===== src/rtl/prio_enc_pkg.sv =====
// Shared types for the pipelined priority encoder.
package prio_enc_pkg;

  typedef enum logic [1:0] {
    MODE_LSB    = 2'd0,
    MODE_MSB    = 2'd1,
    MODE_RR     = 2'd2,
    MODE_ONEHOT = 2'd3
  } mode_e;

endpackage


===== src/rtl/prio_encoder_pipe_if.sv =====
// Request/result handshake bundle for prio_encoder_pipe.
interface prio_encoder_pipe_if #(
  parameter int unsigned N = 8
) ();
  localparam int unsigned IDX_W = $clog2(N);

  logic             en;
  logic             in_vld;
  logic             in_rdy;
  logic [N-1:0]     in;
  logic [1:0]       mode;
  logic             out_vld;
  logic             out_rdy;
  logic [IDX_W-1:0] y;
  logic             v;
  logic             err;

  modport master (
    output en, in_vld, in, mode, out_rdy,
    input  in_rdy, out_vld, y, v, err
  );

  modport slave (
    input  en, in_vld, in, mode, out_rdy,
    output in_rdy, out_vld, y, v, err
  );
endinterface


===== src/rtl/prio_lsb_find.sv =====
// Combinational lowest-set-bit finder with found flag.
module prio_lsb_find #(
  parameter  int unsigned N     = 8,
  localparam int unsigned IDX_W = $clog2(N)
) (
  input  logic [N-1:0]     req,
  output logic [IDX_W-1:0] idx,
  output logic             found
);

  // Scan downward so the lowest set bit is the last one written.
  always_comb begin
    idx   = '0;
    found = 1'b0;
    for (int i = N - 1; i >= 0; i--) begin
      if (req[i]) begin
        idx   = IDX_W'(i);
        found = 1'b1;
      end
    end
  end

endmodule


===== src/rtl/prio_encoder_pipe.sv =====
// Registered N-bit priority encoder: LSB, MSB, round-robin and strict one-hot modes.
module prio_encoder_pipe
  import prio_enc_pkg::*;
#(
  parameter  int unsigned N     = 8,
  localparam int unsigned IDX_W = $clog2(N)
) (
  input  logic              clk,
  input  logic              rst,
  prio_encoder_pipe_if.slave bus
);

  logic [N-1:0]     req, req_rev, rr_mask;
  logic [IDX_W-1:0] lsb_idx, rev_idx, msk_idx, msb_idx, rr_idx;
  logic             lsb_found, rev_found, msk_found, any, onehot;
  mode_e            mode;

  logic [IDX_W-1:0] ptr_q, ptr_d, y_q, y_d;
  logic             out_vld_q, out_vld_d, v_q, err_q, err_d;
  logic             accept;

  assign req  = bus.in;
  assign mode = mode_e'(bus.mode);

  always_comb begin
    for (int i = 0; i < N; i++) begin
      req_rev[i] = req[N-1-i];
      rr_mask[i] = (i >= int'(ptr_q));
    end
  end

  prio_lsb_find #(.N(N)) u_lsb (.req(req),           .idx(lsb_idx), .found(lsb_found));
  prio_lsb_find #(.N(N)) u_msb (.req(req_rev),       .idx(rev_idx), .found(rev_found));
  prio_lsb_find #(.N(N)) u_rr  (.req(req & rr_mask), .idx(msk_idx), .found(msk_found));

  assign any     = lsb_found;
  assign msb_idx = IDX_W'(N - 1) - rev_idx;
  // Nothing at or above ptr: wrap to the lowest set bit overall.
  assign rr_idx  = msk_found ? msk_idx : lsb_idx;
  assign onehot  = any && ((req & (req - 1'b1)) == '0);

  assign bus.in_rdy = bus.en & (~out_vld_q | bus.out_rdy);
  assign accept     = bus.in_vld & bus.in_rdy;

  always_comb begin
    y_d   = '0;
    err_d = 1'b0;
    unique case (mode)
      MODE_LSB: y_d = lsb_idx;
      MODE_MSB: if (rev_found) y_d = msb_idx;
      MODE_RR:  y_d = rr_idx;
      MODE_ONEHOT: begin
        if (onehot) y_d = lsb_idx;
        else        err_d = 1'b1;
      end
      default: ;
    endcase
  end

  always_comb begin
    ptr_d = ptr_q;
    if (accept && mode == MODE_RR && any) begin
      ptr_d = (rr_idx == IDX_W'(N - 1)) ? '0 : rr_idx + 1'b1;
    end
  end

  always_comb begin
    out_vld_d = out_vld_q;
    if (accept)                      out_vld_d = 1'b1;
    else if (out_vld_q && bus.out_rdy) out_vld_d = 1'b0;
  end

  always_ff @(posedge clk or posedge rst) begin
    if (rst) begin
      ptr_q     <= '0;
      out_vld_q <= 1'b0;
      y_q       <= '0;
      v_q       <= 1'b0;
      err_q     <= 1'b0;
    end else begin
      ptr_q     <= ptr_d;
      out_vld_q <= out_vld_d;
      if (accept) begin
        y_q   <= y_d;
        v_q   <= any;
        err_q <= err_d;
      end
    end
  end

  assign bus.out_vld = out_vld_q;
  assign bus.y       = y_q;
  assign bus.v       = v_q;
  assign bus.err     = err_q;

endmodule


===== src/flat_wrapper.sv =====
// flat-port wrapper written by rule: the top's interface ports become plain ports
module prio_encoder_pipe_flat import prio_enc_pkg::*;
#(
  parameter  int unsigned N     = 8,
  localparam int unsigned IDX_W = $clog2(N)
)
  (clk, rst, bus_en, bus_in_vld, bus_in, bus_mode, bus_out_rdy, bus_in_rdy, bus_out_vld, bus_y, bus_v, bus_err);
  prio_encoder_pipe_if #(.N(N)) bus_i ();
  input  logic clk;
  input  logic rst;
  input wire logic [$bits(bus_i.en)-1:0] bus_en;
  input wire logic [$bits(bus_i.in_vld)-1:0] bus_in_vld;
  input wire logic [$bits(bus_i.in)-1:0] bus_in;
  input wire logic [$bits(bus_i.mode)-1:0] bus_mode;
  input wire logic [$bits(bus_i.out_rdy)-1:0] bus_out_rdy;
  output wire logic [$bits(bus_i.in_rdy)-1:0] bus_in_rdy;
  output wire logic [$bits(bus_i.out_vld)-1:0] bus_out_vld;
  output wire logic [$bits(bus_i.y)-1:0] bus_y;
  output wire logic [$bits(bus_i.v)-1:0] bus_v;
  output wire logic [$bits(bus_i.err)-1:0] bus_err;
  assign bus_i.en = bus_en;
  assign bus_i.in_vld = bus_in_vld;
  assign bus_i.in = bus_in;
  assign bus_i.mode = bus_mode;
  assign bus_i.out_rdy = bus_out_rdy;
  assign bus_in_rdy = bus_i.in_rdy;
  assign bus_out_vld = bus_i.out_vld;
  assign bus_y = bus_i.y;
  assign bus_v = bus_i.v;
  assign bus_err = bus_i.err;
  prio_encoder_pipe #(.N(N)) u_core (.clk(clk), .rst(rst), .bus(bus_i));
endmodule

===== config.mk =====
export PLATFORM = sky130hd
export DESIGN_NAME = prio_encoder_pipe_flat
export DESIGN_NICKNAME = d
export VERILOG_FILES = /design/src/rtl/prio_enc_pkg.sv /design/src/rtl/prio_encoder_pipe_if.sv /design/src/rtl/prio_lsb_find.sv /design/src/rtl/prio_encoder_pipe.sv /design/src/flat_wrapper.sv
export SDC_FILE = /design/constraint.sdc
export NUM_CORES = 1
export LEC_CHECK = 0
export CELL_PAD_IN_SITES_DETAIL_PLACEMENT = 0
export CELL_PAD_IN_SITES_GLOBAL_PLACEMENT = 2
export CORE_ASPECT_RATIO = 0.75
export CORE_MARGIN = 5
export CORE_UTILIZATION = 27
export DETAILED_ROUTE_END_ITERATION = 10
export GPL_ROUTABILITY_DRIVEN = 0
export GPL_TIMING_DRIVEN = 0
export PLACE_DENSITY_LB_ADDON = 0.1
export SYNTH_ARGS = -nofsm -noshare
export SYNTH_HDL_FRONTEND = slang
export SYNTH_SLANG_ARGS = --single-unit
export TNS_END_PERCENT = 1

===== constraint.sdc =====
create_clock -name clk -period 2.6 [get_ports clk]
set_clock_uncertainty 0.1 [all_clocks]
set_input_delay 0.52 -clock clk [delete_from_list [all_inputs] [get_ports clk]]
set_output_delay 0.52 -clock clk [all_outputs]
set_load 0.01 [all_outputs]

# == Word level (Yosys, flattened, before mapping) ==
# Cells that the tools add are included.
# classes
mux,57
addsub,3
bitwise,6
magnitude_cmp,7
reduce_logical,7
n_eq_ne,4
# op_table
op,n
$mux W3,28
$mux W1,28
$and A8 B8 Y8,2
$pmux W3 S4,1
$ge A3 B3 Y1 const A,3
$logic_not A8 Y1,1
$sub A8 B1 Y8 const B,1
$ge A1 B3 Y1 const A,2
$ge A2 B3 Y1 const A,2
$eq A2 B2 Y1 const B,2
$logic_and A1 B1 Y1,4
$add A3 B1 Y3 const B,1
$eq A3 B3 Y1 const B,1
$sub A3 B3 Y3 const A,1
$and A1 B1 Y1,2
$eq A2 B1 Y1 const B,1
$logic_not A2 Y1,1
$reduce_bool A2 Y1,1
$not A1 Y1,1
$or A1 B1 Y1,1
# totals
register_bits,9
out_inout_bits,7
input_bits,15
wordCells,89

# == Longest topological paths before layout ==
# depth
ltp_word,13
depth_mapped,10

# == Modules after synthesis ==
# From an unflattened synthesis, not the netlist that was laid out.
# hier_totals
cells_unflattened,115
area_unflattened_um2,960.9
# modules_own_cells
mod,cells_per_inst,instances,area_per_inst_um2
prio_encoder_pipe,76,1,720.7
prio_lsb_find,13,3,80.1

# == Least setup slack after synthesis ==
# OpenSTA, ideal clock, no wires.
# synth_timing
path_kind,input to register
start,in bus_in[5]
end,reg u_core.ptr_q[2]
arrival_time_ns,2.137
path_buffers,2
t_required_ns,2.375
stages,10
setup_slack_ns,0.239
path_cell_list,buf_6 > or2_1 > buf_2 > o211ai_1 > and2_1 > nor3b_1 > or2_1 > ha_1 > ha_1 > mux2_2
# synth_between
elab_chain_cells,10
elab_cells_between_ends,30
# synth_rtl
item,line_no,source
from (decl),flat_wrapper.sv:13,input wire logic [$bits(bus_i.in)-1:0] bus_in;
$and A8 B8 Y8,prio_encoder_pipe.sv:34,"prio_lsb_find #(.N(N)) u_rr (.req(req & rr_mask), .idx(msk_idx), .found(msk_found));"
$mux W3 or $mux W1 (tied branches) (6 in series),prio_lsb_find.sv:16,if (req[i]) begin
$mux W3,prio_encoder_pipe.sv:39,assign rr_idx = msk_found ? msk_idx : lsb_idx;
$add A3 B1 Y3 or $eq A3 B3 Y1 (tied branches),prio_encoder_pipe.sv:63,ptr_d = (rr_idx == IDX_W'(N - 1)) ? '0 : rr_idx + 1'b1;
$mux W3,prio_encoder_pipe.sv:63,
to (signal assigned),prio_encoder_pipe.sv:81,ptr_q <= ptr_d;
to (decl),prio_encoder_pipe.sv:18,"logic [IDX_W-1:0] ptr_q, ptr_d, y_q, y_d;"
# Several ways; a longest one is shown, not always the timed one.
# A chain may end at the register's enable or synchronous reset.

# == Worst setup path after layout ==
# layout_timing
start,in bus_in[0]
end,reg u_core.ptr_q[2]
# layout_between
elab_chain_cells,5
elab_cells_between_ends,10
# layout_rtl
item,line_no
$and A8 B8 Y8,prio_encoder_pipe.sv:34
$mux W3 or $mux W1 (tied branches),prio_lsb_find.sv:16
$mux W3,prio_encoder_pipe.sv:39
$add A3 B1 Y3 or $eq A3 B3 Y1 (tied branches),prio_encoder_pipe.sv:63
$mux W3,prio_encoder_pipe.sv:63
# Several ways; a longest one is shown, not always the timed one.

==> out/qor.csv <==
metric,value,unit
clock-pin slew of the registers on the worst-case setup and hold paths,0.05,ns
final count of pins violating max slew,0,
Synth top cells by count,"sky130_fd_sc_hd__a21oi_1 (12), sky130_fd_sc_hd__nand2_1 (11), sky130_fd_sc_hd__nor2_1 (10), sky130_fd_sc_hd__dfrtp_1 (9), sky130_fd_sc_hd__inv_1 (7)",
DR vias,987,
unrepaired setup endpoints after global routing,false,
final antenna diode count,0,
power per standard cell area,598,nW/um^2
routed len/inst,14.0,um
post-layout minimum cycle time,2.42,ns
CTS H-tree depth,1,
count of mapped cells out of synthesis,123,
number of nets in the layout,168,
count of warnings emitted by yosys,0,
Area growth syn-to-layout,35.6,%
Die Wd,77.9,um
most frequent cell after synthesis,sky130_fd_sc_hd__a21oi_1,
number of top-level pins,22,
die footprint,4750,um^2
number of enable-type register cells in the synthesized netlist,0,
top cell type by total area after synthesis,sky130_fd_sc_hd__dfrtp_1,
aggregate global routing overflow,0,
Worst EP arrival,2.44,ns
area of all placed cells without fillers,1270,um^2
run status,finished clean,
number of global-route vias before repair,961,
Fin Hold WS,0.376,ns
HPWL reported at the end of detailed placement,2100,um
Critical Path End Type,flip-flop,
number of buffer cells added on primary ports,17,
part of the Yosys area used for sequential elements,24.1,%
maximum fanout along the worst path,6,
area post-placement,1150,um^2
all-layer global routing usage,11.4,%
Hold Path Class,reg -> reg,
Syn Area/Cell,7.60,um^2
area share of the largest cell type after synthesis,24.1,%
Main synth FF type,sky130_fd_sc_hd__dfrtp_1,
total of endpoints with negative setup slack in the final report,0,
Fin. Hold Viols,0,
die outline height,61.0,um
effective utilization at floorplan,28.2,%
initial antenna violation count,0,
layout cells sized above 1,18.7,%
final antenna-violating net count,0,
number of synthesized register bits,9,
Fmax achieved,0.413,GHz
worst-case vdd ir drop,438,uV
pin slew with the least headroom to its limit,0.547,ns
wire length of the first global-routing pass,4350,um
final cell count without fillers,190,
share of async-settable or async-resettable flops after synthesis,100,%
Relative slew margins,63.5,%
TritonCTS Buffers,3,
violation count after the first detailed-routing iteration,74,
mean number of vias per cell,5.19,
routed wire length,2660,um
DRC violations left,0,
area of the core region,3310,um^2
Root Buffer Master,sky130_fd_sc_hd__clkbuf_8,
biggest area contributors in the synthesized netlist,"sky130_fd_sc_hd__dfrtp_1 (24%), sky130_fd_sc_hd__a21oi_1 (6.4%), sky130_fd_sc_hd__nand2_1 (4.4%), sky130_fd_sc_hd__nor2_1 (4.0%), sky130_fd_sc_hd__nor2b_1 (3.3%)",
Post-CTS Hold Fix Bufs,0,
"Data required, critical path",2.62,ns
kind of launch point of the worst setup path,primary input,
post-route clock period utilization,93.2,%
# rows,18,
TritonCTS sink count,9,
Inst Count DP,180,
Crit Path Category,in -> reg,
clock tree from TritonCTS,yes,
cell area after technology mapping,935,um^2
CTS max path bufs,2,
number of optimization iterations in the first detailed-route pass,4,
latest clock arrival within the worst-skew pair,0.23,ns
static leakage power,0.000543,uW
maxcap violations,0,
count of different cell masters after synthesis,48,
post-synth net total,140,
pin count of the biggest net entering global routing,11,
## layout by cell type (no fill, tap or decap), types with 2 or more instances in the layout
| master | netlist | layout |
|---|---|---|
| sky130_fd_sc_hd__nand2b_1 | 3 | 3 |
| sky130_fd_sc_hd__o31ai_1 | 2 | 2 |
| sky130_fd_sc_hd__nor2b_1 | 5 | 5 |
| sky130_fd_sc_hd__or2_2 | 2 | 2 |
| sky130_fd_sc_hd__o211ai_1 | 2 | 2 |
| sky130_fd_sc_hd__nor3_1 | 4 | 4 |
| sky130_fd_sc_hd__nand3_1 | 3 | 3 |
| sky130_fd_sc_hd__buf_6 | 1 | 3 |
| sky130_fd_sc_hd__nand2_1 | 11 | 11 |
| sky130_fd_sc_hd__or2_1 | 2 | 2 |
| sky130_fd_sc_hd__buf_4 | 1 | 5 |
| sky130_fd_sc_hd__dfrtp_1 | 9 | 9 |
| sky130_fd_sc_hd__ha_1 | 2 | 2 |
| sky130_fd_sc_hd__clkdlybuf4s50_1 | 0 | 12 |
| sky130_fd_sc_hd__and2_1 | 2 | 2 |
| sky130_fd_sc_hd__buf_2 | 3 | 4 |
| sky130_fd_sc_hd__clkbuf_1 | 3 | 2 |
| sky130_fd_sc_hd__nor2_2 | 1 | 2 |
| sky130_fd_sc_hd__nand4_1 | 2 | 2 |
| sky130_fd_sc_hd__nor2_1 | 10 | 9 |
| sky130_fd_sc_hd__dlymetal6s2s_1 | 0 | 3 |
| sky130_fd_sc_hd__o21ai_1 | 2 | 3 |
| sky130_fd_sc_hd__a21oi_1 | 12 | 12 |
| sky130_fd_sc_hd__o21ai_0 | 4 | 3 |
| sky130_fd_sc_hd__o221ai_1 | 2 | 2 |
| sky130_fd_sc_hd__a21boi_1 | 2 | 2 |
| sky130_fd_sc_hd__a21o_1 | 2 | 2 |
| sky130_fd_sc_hd__clkbuf_8 | 0 | 3 |
| sky130_fd_sc_hd__inv_1 | 7 | 7 |
| sky130_fd_sc_hd__o32a_1 | 2 | 2 |
## sequential cells by signal, indices dropped and copies added, names as in the netlist
register            flops
u_core.bus.err          1
u_core.bus.out_vld      1
u_core.bus.v            1
u_core.bus.y            3
u_core.ptr_q            3
## what timing repair did
| action | CTS | global route |
|---|---|---|
| setup buffers | 0 | 4 |
| pin swaps | 0 | 3 |
| cloned | 0 | 2 |
| endpoints found under the setup margin | 3 | 3 |
| resized for setup | 5 | 13 |
## power by group
group	internal (uW)	switching [uW]
Combinational	185	184
Clock	104	53.6
Sequential	180	50.2
## per-layer routing
| metal | up-vias | wire length, um | track usage [%] |
|---|---|---|---|
| met2 | 12 | 1190 | 18.5 |
| met3 | 0 | 76 | 2.97 |
| met1 | 470 | 1390 | 16.0 |
| met4 | 0 | 0 | 0.723 |
| li1 | 505 | - | - |
| met5 | - | 0 | 0 |
## through the flow
stage | setup slack [ns] | util [%] | setup TNS (ns) | total power, uW
after floorplan | 0.239 | - | 0 | 452
after global placement | -0.424 | 34.9 | -1.05 | 572
final | 0.177 | 38.3 | 0 | 757
after CTS | 0.0112 | 36.4 | 0 | 741
after global routing | 0.0823 | 38.3 | 0 | 837
after detailed placement | -0.459 | 34.9 | -1.12 | 576
## path summary, 6_finish.rpt
| path | cells after the start | startpoint | slack (ns) | to |
|---|---|---|---|---|
| hold reg to reg | 2 | u_core.bus.err$_DFFE_PP0P_ | 0.38 | u_core.bus.err$_DFFE_PP0P_ |
| max in group asynchronous | 2 | rst | 1.68 | u_core.bus.y[1]$_DFFE_PP0P_ |
| min in group asynchronous | 2 | rst | 0.45 | u_core.bus.v$_DFFE_PP0P_ |
| hold / removal | 2 | u_core.bus.err$_DFFE_PP0P_ | 0.38 | u_core.bus.err$_DFFE_PP0P_ |
| setup / recovery | 8 | bus_in[0] | 0.18 | u_core.ptr_q[2]$_DFFE_PP0P_ |
| setup reg to reg | 8 | u_core.ptr_q[1]$_DFFE_PP0P_ | 0.41 | u_core.ptr_q[2]$_DFFE_PP0P_ |
## cell type report
type | instances | area [um^2]
buffer | 8 | 58.8
tap | 40 | 50.0
fill | 347 | 2040
inverter | 7 | 26.3
multi-input combinational | 99 | 649
sequential | 9 | 225
timing repair buffer | 23 | 211
clock buffer | 3 | 41.3
clock inverter | 1 | 5.00
## cells by family (layout without fill, tap and decap cells)
logic type	Yosys count	count (layout)	share of synthesized area, %
XOR/XNOR	1	1	0.937
buffers and inverters	15	42	7.63
AND/OR/NAND/NOR	51	51	30.5
multiplexers	2	2	2.41
adder cells (fa/ha/maj)	2	2	2.68
flip-flops	9	9	24.1
AO/OA/AOI/OAI	43	43	31.7
## worst max-delay path: stages
cell	delay [ns]
sky130_fd_sc_hd__dlygate4sd2_1	0.30
sky130_fd_sc_hd__or2_2	0.33
sky130_fd_sc_hd__o32a_1	0.33
sky130_fd_sc_hd__nor3b_2	0.20
sky130_fd_sc_hd__or2_1	0.15
sky130_fd_sc_hd__ha_1	0.14
sky130_fd_sc_hd__ha_1	0.22
sky130_fd_sc_hd__mux2_2	0.25
(Power assumes the default switching activity.)
